$ cat src/rtl/aes_encipher_round_engine.sv
// Iterative AES encipher datapath (AES-128/192/256) with SubBytes time-multiplexed
// over SBOX_LANES 32-bit words per cycle against a shared external S-box array.
//
//   state | meaning
//   ------+--------------------------------------------------------------
//   IDLE  | ready=1, new_block holds last result, waits for next
//   INIT  | initial AddRoundKey with key index 0 on the sampled block
//   SBOX  | substitute SBOX_LANES state words per cycle through the S-box
//   MAIN  | ShiftRows, MixColumns (skipped in final round), AddRoundKey
module aes_encipher_round_engine #(
    parameter int SBOX_LANES = 1,
    parameter bit KEY256_EN  = 1'b1
) (
    input  logic                      clk,
    input  logic                      reset_n,
    input  logic                      next,
    input  logic [1:0]                keylen,
    input  logic [127:0]              round_key,
    input  logic [127:0]              block,
    input  logic [32*SBOX_LANES-1:0]  new_sbox,
    output logic [3:0]                round,
    output logic [32*SBOX_LANES-1:0]  sbox,
    output logic [127:0]              new_block,
    output logic                      ready
);

    localparam int         S        = 4 / SBOX_LANES;
    localparam logic [1:0] CTR_LAST = 2'(S - 1);

    typedef enum logic [1:0] {IDLE, INIT, SBOX, MAIN} state_t;

    state_t       state_q, state_d;
    logic [3:0]   round_q, round_d;
    logic [3:0]   nr_q, nr_d, nr_sel;
    logic [1:0]   ctr_q, ctr_d;
    logic [127:0] block_q, block_d;
    logic [31:0]  word_q [4];
    logic [31:0]  sub_w  [4];

    function automatic logic [7:0] xt(input logic [7:0] b);
        return {b[6:0], 1'b0} ^ (8'h1b & {8{b[7]}});
    endfunction

    function automatic logic [31:0] mix_col(input logic [31:0] a);
        logic [7:0] a0, a1, a2, a3;
        a0 = a[31:24];
        a1 = a[23:16];
        a2 = a[15:8];
        a3 = a[7:0];
        return {xt(a0) ^ xt(a1) ^ a1 ^ a2 ^ a3,
                a0 ^ xt(a1) ^ xt(a2) ^ a2 ^ a3,
                a0 ^ a1 ^ xt(a2) ^ xt(a3) ^ a3,
                xt(a0) ^ a0 ^ a1 ^ a2 ^ xt(a3)};
    endfunction

    function automatic logic [127:0] mix_columns(input logic [127:0] s);
        logic [127:0] o;
        o = '0;
        for (int c = 0; c < 4; c++) begin
            o[127-32*c -: 32] = mix_col(s[127-32*c -: 32]);
        end
        return o;
    endfunction

    // Row r of column c takes the byte of row r from column (c+r) mod 4.
    function automatic logic [127:0] shift_rows(input logic [127:0] s);
        logic [127:0] o;
        o = '0;
        for (int c = 0; c < 4; c++) begin
            for (int r = 0; r < 4; r++) begin
                o[127-32*c-8*r -: 8] = s[127-32*((c+r)%4)-8*r -: 8];
            end
        end
        return o;
    endfunction

    function automatic logic [1:0] lane_idx(input logic [1:0] ctr, input int lane);
        return 2'(int'(ctr) * SBOX_LANES + lane);
    endfunction

    always_comb begin
        for (int j = 0; j < 4; j++) begin
            word_q[j] = block_q[127-32*j -: 32];
        end
    end

    always_comb begin
        nr_sel = 4'd10;
        if (KEY256_EN) begin
            case (keylen)
                2'b01:   nr_sel = 4'd12;
                2'b10:   nr_sel = 4'd14;
                default: nr_sel = 4'd10;
            endcase
        end
    end

    // Kept apart from the next-state logic: sbox depends only on registers,
    // so the external S-box path never closes a combinational loop.
    always_comb begin
        sbox = '0;
        if (state_q == SBOX) begin
            for (int i = 0; i < SBOX_LANES; i++) begin
                sbox[32*i +: 32] = word_q[lane_idx(ctr_q, i)];
            end
        end
    end

    always_comb begin
        state_d = state_q;
        round_d = round_q;
        nr_d    = nr_q;
        ctr_d   = ctr_q;
        block_d = block_q;
        sub_w   = word_q;
        case (state_q)
            IDLE: begin
                if (next) begin
                    nr_d    = nr_sel;
                    round_d = 4'd0;
                    state_d = INIT;
                end
            end
            INIT: begin
                block_d = block ^ round_key;
                round_d = 4'd1;
                ctr_d   = 2'd0;
                state_d = SBOX;
            end
            SBOX: begin
                for (int i = 0; i < SBOX_LANES; i++) begin
                    sub_w[lane_idx(ctr_q, i)] = new_sbox[32*i +: 32];
                end
                block_d = {sub_w[0], sub_w[1], sub_w[2], sub_w[3]};
                if (ctr_q == CTR_LAST) begin
                    ctr_d   = 2'd0;
                    state_d = MAIN;
                end else begin
                    ctr_d = ctr_q + 2'd1;
                end
            end
            MAIN: begin
                ctr_d = 2'd0;
                if (round_q < nr_q) begin
                    block_d = mix_columns(shift_rows(block_q)) ^ round_key;
                    round_d = round_q + 4'd1;
                    state_d = SBOX;
                end else begin
                    block_d = shift_rows(block_q) ^ round_key;
                    state_d = IDLE;
                end
            end
            default: state_d = IDLE;
        endcase
    end

    always_ff @(posedge clk or negedge reset_n) begin
        if (!reset_n) begin
            state_q <= IDLE;
            round_q <= 4'd0;
            nr_q    <= 4'd10;
            ctr_q   <= 2'd0;
            block_q <= '0;
        end else begin
            state_q <= state_d;
            round_q <= round_d;
            nr_q    <= nr_d;
            ctr_q   <= ctr_d;
            block_q <= block_d;
        end
    end

    assign round     = round_q;
    assign new_block = block_q;
    assign ready     = (state_q == IDLE);

endmodule

$ cat config.mk
export PLATFORM = sky130hd
export DESIGN_NAME = aes_encipher_round_engine
export DESIGN_NICKNAME = d
export VERILOG_FILES = /design/src/rtl/aes_encipher_round_engine.sv
export SDC_FILE = /design/constraint.sdc
export NUM_CORES = 1
export LEC_CHECK = 0
export BUFFER_PORTS_ARGS = -buffer_cell sky130_fd_sc_hd__buf_2
export CAP_MARGIN = 20
export CORE_MARGIN = 3
export CORE_UTILIZATION = 50
export CTS_BUF_LIST = sky130_fd_sc_hd__clkbuf_4 sky130_fd_sc_hd__clkbuf_8
export CTS_CLUSTER_DIAMETER = 30
export DETAILED_ROUTE_END_ITERATION = 6
export PLACE_DENSITY = 0.8
export SLEW_MARGIN = 5
export SYNTH_ARGS = -nofsm -noshare
export SYNTH_HDL_FRONTEND = slang
export SYNTH_SLANG_ARGS = --single-unit
$ cat constraint.sdc
create_clock -name clk -period 2.48 [get_ports clk]
set_input_delay 0.248 -clock clk [delete_from_list [all_inputs] [get_ports clk]]
set_output_delay 0.248 -clock clk [all_outputs]
set_load 0.02 [all_outputs]
* Word-level counts from Yosys, hierarchy flattened *
Cells that the tools add are included.

word-level totals
  bits of input ports = 293
  logic and storage cells = 131
  output and inout bits = 165
  register bits = 140

cells by class
  muxes and demuxes = 19
  order comparisons = 3
  add/sub/neg operators = 2
  reduce and logical (&&, ||, !) cells = 9
  bitwise operators = 84
  equal/unequal tests = 9

operators with widths
  operator             count
  $xor 8x8->8          64
  $pmux 128 s3         1
  $xor 128x128->128    3
  $bwmux 128           1
  $mux 128             1
  $mux 32              4
  $xor 8x5->8          16
  $bmux 32 s2          1
  $demux 32 s2         1
  $pmux 4 s3           1
  $eq 2x2->1 const B   4
  $mux 2               4
  $mux 4               2
  $pmux 2 s4           1
  $pmux 3 s2           1
  $reduce_bool 3->1    2
  $add 4x1->4 const B  1
  $eq 2x1->1 const B   2
  $lt 4x4->1           1
  $ne 2x2->1 const B   2
  $pmux 2 s2           1
  $reduce_and 2->1     2
  $ge 3x3->1 const B   1
  $lt 3x1->1 const B   1
  other kinds (8)      8

* Longest topological paths before layout *
  word-level depth = 8
  depth in mapped cells = 10
  mapped depth without buffers = 7

* Worst setup path before layout *
OpenSTA, ideal clock, no wires.

  path kind = register -> register
  start point = reg ctr_q[0]
  end point = reg block_q[46] (netlist: new_block[46])
  path buffers = 4
  slack = -0.025 ns
  setup time = 0.136 ns
  arrival = 2.369 ns
  stages on the path, launching flop included = 11
  required time = 2.344 ns
  period minus slack after synthesis = 2.505 ns
  path through = dfrtp_1 -> buf_2 -> buf_2 -> clkbuf_1 -> inv_1 -> ha_1 -> a21oi_1 -> nor2_1 -> clkbuf_1 -> a22oi_1 -> o21ai_0

on the way
  word-level cells in the longest chain between the ends = 7
  elaborated cells on any way between the ends = 8
  those cells by class = order compare: 2; mux: 4; bitwise: 1; reduce/logical: 1

RTL lines
  item                                                            line  RTL
  from (decl)                                                     35    logic [1:0] ctr_q, ctr_d;
  from (signal assigned)                                          168   ctr_q <= ctr_d;
  $not 2->3 (implied by the code) (*)                             132   sub_w[lane_idx(ctr_q, i)] = new_sbox[32*i +: 32];
  $ge 3x3->1 (implied by the code) or $lt 3x1->1 (tied branches)  132
  $logic_and 1x1->1 (implied by the code)                         132
  $mux 32 (implied by the code)                                   132
  $demux 32 s2 (*)                                                132
  $bwmux 128 (*)                                                  132
  $pmux 128 s3 (*)                                                116   case (state_q)
  to (signal assigned)                                            169   block_q <= block_d;
  to (decl)                                                       36    logic [127:0] block_q, block_d;

Mark *: on every way between the ends. The rest lies on a longest branch, timed or not.
A chain may end at the register's enable or synchronous reset.

* Final worst setup path *
  start point = reg nr_q[2]
  end point = reg block_q[16] (netlist: new_block[16])

on the way
  word-level cells in the longest chain between the ends = 3

RTL lines
  item                    line  RTL
  from (decl)             34    logic [3:0] nr_q, nr_d, nr_sel;
  from (signal assigned)  167   nr_q <= nr_d;
  $lt 4x4->1              144   if (round_q < nr_q) begin
  $mux 128                144
  $pmux 128 s3            116

Every way passes these cells.

==> results.md <==
Run status:
- The run finished, with violations left.
- The final reports fail on negative setup slack.

Synth:
- The leading register cell type out of synthesis is sky130_fd_sc_hd__dfrtp_1.
- For this run, asynchronously set or reset flops after synthesis account for 100%.
- The average cell area after synthesis is 10.6 um2.
- The number of cells produced by synthesis is 1547.
- Counting every net in the synthesized netlist gives 1847.
- Counting flops with a built-in enable in the synthesized netlist gives 0.
- The number of different library cells used by synthesis comes to 46.
- For this run, the register share of the synthesized area comes to 21.2%.
- The number of synthesis warnings is 0.
- The cell area after technology mapping is 16300 um2.
- In this run, synthesis produced a sequential element count of 138.

Die:
- The core area is 31900 um2.
- The area enclosed by the die boundary is 34800 um2.
- The I/O pin count is 458.
- The height of the chip is 187 um.
- The cell row count is 65.
- From left edge to right edge, the die measures 187 um.
- The initial utilization of the core area, before any placement, comes to 51.2%.

Detailed routing:
- The via count is 17805.
- After detailed routing, the total wire length is 92.8 mm.
- The count of nets left with antenna violations once routing finished came out at 0.
- The average via count per standard cell is 7.27.
- In the final routed layout, each cell accounts on average for 37.9 um.
- The iteration-0 DRC count of the detailed router is 3239.
- The number of DRC violations after detailed routing is 0.
- The number of iterations in the first detailed-routing pass is 6.

STA:
- The number of hold-slack violations in the final timing report was 0.
- The total of endpoints with negative setup slack in the final report is 2.
- The minimum clock period after layout is 2510 ps.
- Of the available clock period, the critical path in the final layout requires 101%.
- The achievable frequency is 0.398 GHz.
- The setup TNS after final layout is -30.3 ps.
- Setup slack on the critical path of the routed design comes to -29.4 ps.
- The setup clock skew after layout is 20.5 ps.
- Measured against its own limit, the worst slew margin works out to 46.4%.
- At the pin with the least slew margin, the transition time is 805 ps.
- The final max-slew violation count was 0.

Finish:
- In the layout the commonest cells are 456 x sky130_fd_sc_hd__buf_2, 179 x sky130_fd_sc_hd__xor2_1, 156 x sky130_fd_sc_hd__and3_1.
- From synthesis to final layout, the design area changed by 24.6%.
- Of the cells placed in the final design, the portion with a size suffix greater than 1 is 38.1%.
- The most frequent standard cell in the layout excluding fill and tap cells is sky130_fd_sc_hd__buf_2.
- The net total in the final layout is 2295.
- The number of standard cells in the final layout excluding fillers is 2450.

GRT:
- The routing usage on met2 is 72.5%.
- Entering global routing, the biggest net connects 85 pins.
- The most congested layer reported by global routing is met2.
- Across every metal layer, demand over resource in global routing totals 51.2%.
- The global routing usage on met3 is 20.7%.
- The initial antenna violation count is 15.
- Global routing used 63.6% of the available met1 tracks.
- The via count of the first global-routing pass came to 17055.
- The first global-routing pass estimated 128 mm of wire.
- After global routing the overflow that remains totals 0.

Clock network:
- The TritonCTS clock tree is yes.
- The number of clock buffers inserted by TritonCTS is 17.
- The clock transition at the registers of the reported paths is 90 ps.
- The H-tree generated during clock tree synthesis spans 4 levels.
- The worst-skew pair later-pin latency is 510 ps.
- The clock tree buffer depth is 2.
- The root buffer selected by CTS is sky130_fd_sc_hd__clkbuf_8.
- The sink count of the clock tree is 138.

Placed design:
- The number of placed instances with taps included is 2405.
- The wire-length estimate of the detail-placed layout is 69.4 mm.
- Routability-driven placement finished with a final weighted congestion of 1.08.
- The number of port buffers is 457.

Setup path:
- The worst setup path is launched from a register.
- Of all nets on the critical path, the largest fanout is 59.
- The arrival time at the worst endpoint is 2870 ps.
- The worst setup path is of the reg -> reg kind.
- The kind of end point of the critical path is a register.
- The required arrival time at the worst endpoint is 2850 ps.

Min path:
- The path category of the worst min-delay check is in -> reg.

Run:
- The number of max-cap violations is 0.
[per-stage QoR]
stage | hold WS, ps | util (%) | setup WS [ps] | instance area, um2
5_1_grt | 24.2 | 63.8 | -64.6 | 20300
4_1_cts | 11.2 | 63.5 | 4.38 | 20300
2_1_floorplan | -47.6 | - | 98.1 | 16300
3_5_place_dp | 320 | 62.0 | 112 | 19800
3_3_place_gp | 314 | 62.0 | 86.3 | 19800
6_report | 29.0 | 63.8 | -29.4 | 20300
[critical path, stage by stage (launching register included)]
cell	delay, ps
sky130_fd_sc_hd__dfrtp_1	380
sky130_fd_sc_hd__inv_1	50
sky130_fd_sc_hd__ha_1	220
sky130_fd_sc_hd__or3b_4	470
sky130_fd_sc_hd__buf_12	220
sky130_fd_sc_hd__a32o_1	280
sky130_fd_sc_hd__a21oi_1	160
sky130_fd_sc_hd__xor2_1	370
sky130_fd_sc_hd__o21ai_0	150
[sequential cells by signal, indices dropped and copies added (netlist names)]
register and cells:
ctr_q 2, new_block 128, nr_q 2, round 4, state_q 2
[synth_stat cells (all sizes together), types with 3 or more instances]
cell	count	area (um2)
xor2	181	1600
clkbuf	128	480
nor2	13	48.8
a22oi	128	961
a21oi	128	802
xnor3	115	2590
a32oi	9	78.8
o31a	9	78.8
xor3	49	1160
o21ai	134	671
xnor2	73	677
and3	156	976
dfrtp	137	3430
nand3b	3	22.5
mux2i	5	50.1
o211ai	3	22.5
nand2	16	60.1
ha	7	87.6
mux4	32	721
buf	77	457
a32o	115	1150
inv	6	22.5
nand3	4	20.0
[path summary, 6_finish.rpt]
| check | start | to | slack [ps] | depth (start not counted) |
|---|---|---|---|---|
| worst max-delay path | nr_q[2] | new_block[16] | -30 | 8 |
| worst min-delay path | round_key[60] | new_block[60] | 30 | 3 |
| worst max register to register | nr_q[2] | new_block[16] | -30 | 8 |
| worst min register to register | nr_q[1] | nr_q[1] | 510 | 2 |
| max in group asynchronous | reset_n | new_block[66] | 1260 | 3 |
| min in group asynchronous | reset_n | new_block[120] | 310 | 2 |
[routing by layer]
layer | vias up | wire length (um)
met5 | - | 80
met4 | 12 | 8290
met3 | 477 | 15300
met2 | 1939 | 38000
met1 | 8628 | 31100
li1 | 6749 | -
[area by class of cell]
| class | count | area, um2 |
|---|---|---|
| fillers | 2711 | 11500 |
| diodes | 7 | 17.5 |
| well taps | 435 | 544 |
| multi-input cells | 1198 | 12000 |
| repair buffers | 634 | 3880 |
| inverters | 6 | 25.0 |
| clock inverters | 10 | 163 |
| clock buffers | 22 | 297 |
| flip-flops and latches | 138 | 3470 |
[kinds of logic after synthesis]
group | share of synthesized area [%]
buffers and inverters | 5.88
adder cells (fa/ha/maj) | 0.537
AND/OR/NAND/NOR | 7.36
flip-flops | 21.2
multiplexers | 4.72
XOR/XNOR | 37.0
AO/OA/AOI/OAI | 23.4
[timing repair]
item / 4_1_cts / 5_1_grt
hold endpoints to repair: 58 / 0
setup buffers: 0 / 2
endpoints found under the setup margin: 5 / 6
gates resized for setup: 5 / 5
gates cloned: 0 / 2
hold buffers: 2 / 0
pin swaps: 0 / 3
Power is left out: the tool's default activity adds up to more than one toggle a clock period on the data nets, which glitch-free logic cannot reach.
